==> src/rtl/reg_file_2r1w.sv <==
// reg_file_2r1w: 32-entry, two-read / one-write register file for the
// single-cycle datapath. Register 0 reads as zero and is never written.
// Same-cycle write-through bypass on the read ports. A registered debug
// port and write statistics go to the board display.
module reg_file_2r1w #(
  parameter int DATA_W = 32,
  parameter int ADDR_W = 5,
  parameter int CNT_W  = 16
) (
  input  logic              clk,
  input  logic              rst_n,
  input  logic              we,
  input  logic [ADDR_W-1:0] wa,
  input  logic [DATA_W-1:0] wd,
  input  logic [ADDR_W-1:0] ra1,
  input  logic [ADDR_W-1:0] ra2,
  output logic [DATA_W-1:0] rd1,
  output logic [DATA_W-1:0] rd2,
  input  logic [ADDR_W-1:0] dbg_addr,
  output logic [DATA_W-1:0] dbg_data,
  output logic [ADDR_W-1:0] last_wa,
  output logic [CNT_W-1:0]  wr_cnt
);

  localparam int DEPTH = 2 ** ADDR_W;

  logic [DATA_W-1:0] regs_q [DEPTH];
  logic [DATA_W-1:0] regs_d [DEPTH];
  logic [DATA_W-1:0] dbg_data_q, dbg_data_d;
  logic [ADDR_W-1:0] last_wa_q, last_wa_d;
  logic [CNT_W-1:0]  wr_cnt_q, wr_cnt_d;
  logic              commit;

  // A write commits only when enabled and aimed at a real register (not r0).
  always_comb begin
    commit = we && (wa != '0);
  end

  // Next array contents: update the addressed entry and keep r0 pinned at zero.
  always_comb begin
    regs_d = regs_q;
    if (commit) begin
      regs_d[wa] = wd;
    end
    regs_d[0] = '0;
  end

  // Write statistics: the last committed address and a saturating commit count.
  always_comb begin
    last_wa_d = last_wa_q;
    wr_cnt_d  = wr_cnt_q;
    if (commit) begin
      last_wa_d = wa;
      if (wr_cnt_q != {CNT_W{1'b1}}) begin
        wr_cnt_d = wr_cnt_q + CNT_W'(1);
      end
    end
  end

  // The debug read samples the stored array with no bypass.
  // On the edge that commits the same address, the pre-write value is captured.
  always_comb begin
    dbg_data_d = '0;
    if (dbg_addr != '0) begin
      dbg_data_d = regs_q[dbg_addr];
    end
  end

  // Read ports: r0 gives zero. A matching in-flight write is bypassed.
  // Otherwise the stored value is returned.
  always_comb begin
    rd1 = '0;
    if (ra1 != '0) begin
      if (we && (wa == ra1)) begin
        rd1 = wd;
      end else begin
        rd1 = regs_q[ra1];
      end
    end
    rd2 = '0;
    if (ra2 != '0) begin
      if (we && (wa == ra2)) begin
        rd2 = wd;
      end else begin
        rd2 = regs_q[ra2];
      end
    end
  end

  // State registers. Asynchronous reset clears the array and all outputs at once.
  always_ff @(posedge clk or negedge rst_n) begin
    if (!rst_n) begin
      for (int i = 0; i < DEPTH; i++) begin
        regs_q[i] <= '0;
      end
      dbg_data_q <= '0;
      last_wa_q  <= '0;
      wr_cnt_q   <= '0;
    end else begin
      regs_q     <= regs_d;
      dbg_data_q <= dbg_data_d;
      last_wa_q  <= last_wa_d;
      wr_cnt_q   <= wr_cnt_d;
    end
  end

  assign dbg_data = dbg_data_q;
  assign last_wa  = last_wa_q;
  assign wr_cnt   = wr_cnt_q;

endmodule

==> config.mk <==
export PLATFORM = sky130hd
export DESIGN_NAME = reg_file_2r1w
export DESIGN_NICKNAME = d
export VERILOG_FILES = /design/src/rtl/reg_file_2r1w.sv
export SDC_FILE = /design/constraint.sdc
export NUM_CORES = 2
export LEC_CHECK = 0
export BUFFER_PORTS_ARGS = -buffer_cell sky130_fd_sc_hd__buf_2
export CORE_AREA = 2 2 356 358
export DETAILED_ROUTE_END_ITERATION = 6
export DIE_AREA = 0 0 358 360
export PLACE_DENSITY = 0.73
export SYNTH_ARGS = -nofsm -noshare
export SYNTH_HDL_FRONTEND = slang
export SYNTH_SLANG_ARGS = --single-unit
export TNS_END_PERCENT = 50
==> constraint.sdc <==
create_clock -name clk -period 2.45 [get_ports clk]
set_input_delay 0.1225 -clock clk [delete_from_list [all_inputs] [get_ports clk]]
set_output_delay 0.1225 -clock clk [all_outputs]
set_load 0.05 [all_outputs]
==> flow_summary.json <==
{
  "skew_ns": 0.03252,
  "yosysUniqueCellTypes": 50,
  "finalCriticalPeriod_ns": 2.717,
  "routabilityCongestion": 0.9493,
  "p_per_area_nw_per_um2": 779.7,
  "syn_area_um2": 63330,
  "reg2reg_depth": 5,
  "place_inst": 6322,
  "coreArea_um2": 124900,
  "finalHoldViolations": 0,
  "cts_tree": "yes",
  "finalSetupViolCount": 61,
  "drtAntennaViolNets": 0,
  "drt_iter0_markers": 7628,
  "drt_pass1_iterations": 6,
  "numCtsBuffers": 111,
  "critical_path_class": "reg -> out",
  "required_ns": 2.33,
  "timing.hold.ws_ns": 0.04409,
  "synth_edf_count": 0,
  "vdd_ir_drop_max_uv": 634.2,
  "grt_pass1_vias": 49230,
  "critPathLaunch": "regs_q[134]$_DFFE_PN0P_",
  "drv_cap": 0,
  "cts_sinks": 1045,
  "async_reset_ff_share_pct": 100.0,
  "cp-start-kind": "flip-flop",
  "synth-main-ff-cell": "dfrtp_1",
  "rr_startpoint": "regs_q[81]$_DFFE_PN0P_",
  "r2r_slack_ns": 0.35,
  "max_freq_mhz": 368.1,
  "slew-limit-headroom_pct": 25.10,
  "htreeDepth": 3,
  "status": "finished, violations left",
  "routed_wl_um": 241900,
  "antenna_found_initial": 9,
  "die_h_um": 360,
  "end_kind": "output pin",
  "clockBufferDepth": 3,
  "slew_violations": 0,
  "dpl.hpwl_um": 151200,
  "p_leak_nw": 31.95,
  "rows": 130,
  "crit_path_max_fanout": 3,
  "num_vias": 49150,
  "ys_seq_elements": 1045,
  "die-area_um2": 128900,
  "fin_ws_ns": -0.2666,
  "post_drt_wl_per_cell_um": 36.59,
  "final_nets": 4919,
  "rsz0062_at_grt": "yes",
  "worstSetupEndpoint": "rd2[6]",
  "syn-num-nets": 4613,
  "port_buffers": 171,
  "start_util_pct": 50.69,
  "vias_per_cell": 7.433,
  "grt_pass1_wl_um": 348800,
  "worst_slew_pin_slew_ns": 1.121,
  "grt_overflow_total": 0,
  "die_x_um": 358,
  "clk_pin_slew_ns": 0.06,
  "arrival_ns": 2.59,
  "grt_max_degree": 86,
  "drc": 0,
  "worstHoldPathType": "in -> reg",
  "syn_avg_cell_area_um2": 13.90,
  "syn_to_final_growth_pct": 20.41,
  "drive_above_1_share_pct": 59.67,
  "r2r_end": "dbg_data[17]$_DFF_PN0_",
  "power.total_mw": 59.46,
  "cts-root-buf": "clkbuf_16",
  "ys_seq_area_share_pct": 41.29,
  "syn_inst": 4557,
  "violations": "negative setup slack",
  "fin_cells": 6612,
  "ys_warn_count": 0,
  "grt_usage_pct": 37.41,
  "insertion_delay_ns": 0.75,
  "ios": 172,
  "fin_crit_sh_pct": 110.9
}
[worst min-delay path by stage]
stage / depth (start not counted) / endpoint / start / slack, ns
after detailed placement: 1 / regs_q[189]$_DFFE_PN0P_ / rst_n / 0.09
after CTS: 2 / regs_q[974]$_DFFE_PN0P_ / wd[14] / 0.002
after floorplan: 0 / dbg_data[0]$_DFF_PN0_ / rst_n / -0.17
after global placement: 1 / regs_q[189]$_DFFE_PN0P_ / rst_n / 0.1
final: 2 / regs_q[654]$_DFFE_PN0P_ / wd[14] / 0.04
after global routing: 2 / regs_q[814]$_DFFE_PN0P_ / wd[14] / 0.05
[power breakdown]
part	leakage, nW	switching (mW)	internal, mW
Clock	1.85	7.55	10.3
Sequential	13.4	3.53	20.7
Combinational	16.7	7.88	9.45
[layout by cell type, fill, tap and decap left out, types with 22 or more instances in the layout]
cell,instances
clkbuf_16,113
dfrtp_1,1044
a22o_1,32
nor4_1,49
mux4_2,627
nand2_1,44
a21oi_1,44
nor3_1,36
clkbuf_8,22
buf_2,96
a211oi_1,99
nor2_2,30
o21ai_0,96
mux2_2,1186
nor3_2,38
o22ai_1,70
nor2b_1,101
buf_4,363
a221oi_1,32
o22ai_2,30
nor2_1,100
nor4_2,26
mux2i_1,84
buf_12,197
[kinds of logic after synthesis]
logic type	count (synthesis)	synth area share, %
AO/OA/AOI/OAI	521	5.505
XOR/XNOR	22	0.3043
adder cells (fa/ha/maj)	1	0.01975
buffers and inverters	513	3.440
flip-flops	1045	41.29
multiplexers	1921	45.10
AND/OR/NAND/NOR	534	4.339
[state kept, by name, indices dropped and copies added, names as in the netlist]
signal    flops
dbg_data     32
last_wa       5
regs_q      992
wr_cnt       16
[worst max-delay path, stage by stage (launching register included)]
cell and delay [ns]:
dfrtp_1 0.41, buf_6 0.13, mux4_2 0.49, mux2i_1 0.16
nor2_1 0.06, nor3_1 0.16, a21oi_1 0.11, buf_4 0.17
buf_12 0.15
[cell type report]
class                           instances  area (um2)
Clock buffer                          153        3188
Multi-Input combinational cell       2999       36500
Fill cell                            9133       48670
Sequential cell                      1045       26150
Antenna cell                            8       20.02
Inverter                                3       11.26
Timing Repair Buffer                  703        7700
Clock inverter                         51       616.8
Tap cell                             1650        2064
[cells in the mapped netlist (4+ instances only)]
cell type / number / area [um2]
a22oi_1: 18 / 135.1
nand2b_1: 8 / 50.05
nor2_1: 148 / 555.5
nor3b_1: 4 / 30.03
nor4b_1: 7 / 61.31
xnor2_1: 7 / 61.31
buf_4: 8 / 60.06
nand3_1: 9 / 45.04
buf_1: 73 / 274.0
and3_1: 6 / 37.54
mux2i_1: 106 / 1061
o2bb2ai_1: 5 / 43.79
a221oi_1: 45 / 394.1
and2_1: 4 / 25.02
a2111oi_0: 18 / 157.7
dfrtp_1: 1045 / 26150
nand2_1: 62 / 232.7
clkbuf_1: 266 / 998.5
a221o_1: 12 / 120.1
a211oi_1: 100 / 750.7
a21oi_1: 66 / 330.3
nor2b_1: 106 / 663.1
buf_2: 160 / 800.8
nor4_1: 78 / 488.0
mux4_2: 627 / 14120
xor2_1: 15 / 131.4
o21ai_0: 115 / 575.6
o22ai_1: 103 / 644.4
or2_2: 5 / 31.28
mux2_2: 1188 / 13380
nor3_1: 80 / 400.4
a22o_1: 32 / 280.3
[what timing repair did]
item / CTS / global route
resized for setup: 198 / 112
hold buffers: 20 / 0
endpoints found under the hold margin: 847 / 0
endpoints found under the setup margin: 64 / 64
pin swaps: 102 / 60
buffers inserted: 54 / 20
[metal layers]
| metal | vias to the layer above | track usage [%] | part of all wire, % |
|---|---|---|---|
| li1 | 18590 | - | - |
| met1 | 25340 | 49.17 | 36 |
| met2 | 4137 | 51.49 | 42 |
| met3 | 1083 | 13.94 | 14 |
| met4 | 2 | 25.12 | 8.1 |
| met5 | - | 0.3774 | 0.0041 |
[metrics by stage]
stage	setup WS, ns	TNS, ns	instance area [um2]	utilization, %
6_report	-0.2666	-8.804	76250	61.04
5_1_grt	-0.2977	-11.31	76240	61.03
4_1_cts	-0.3104	-9.647	75600	60.52
3_5_place_dp	-0.2387	-1.499	70410	56.36
3_3_place_gp	-0.2197	-1.293	70410	56.36
2_1_floorplan	-0.004885	-0.02779	63350	-
Power figures use the tool's default switching activity.
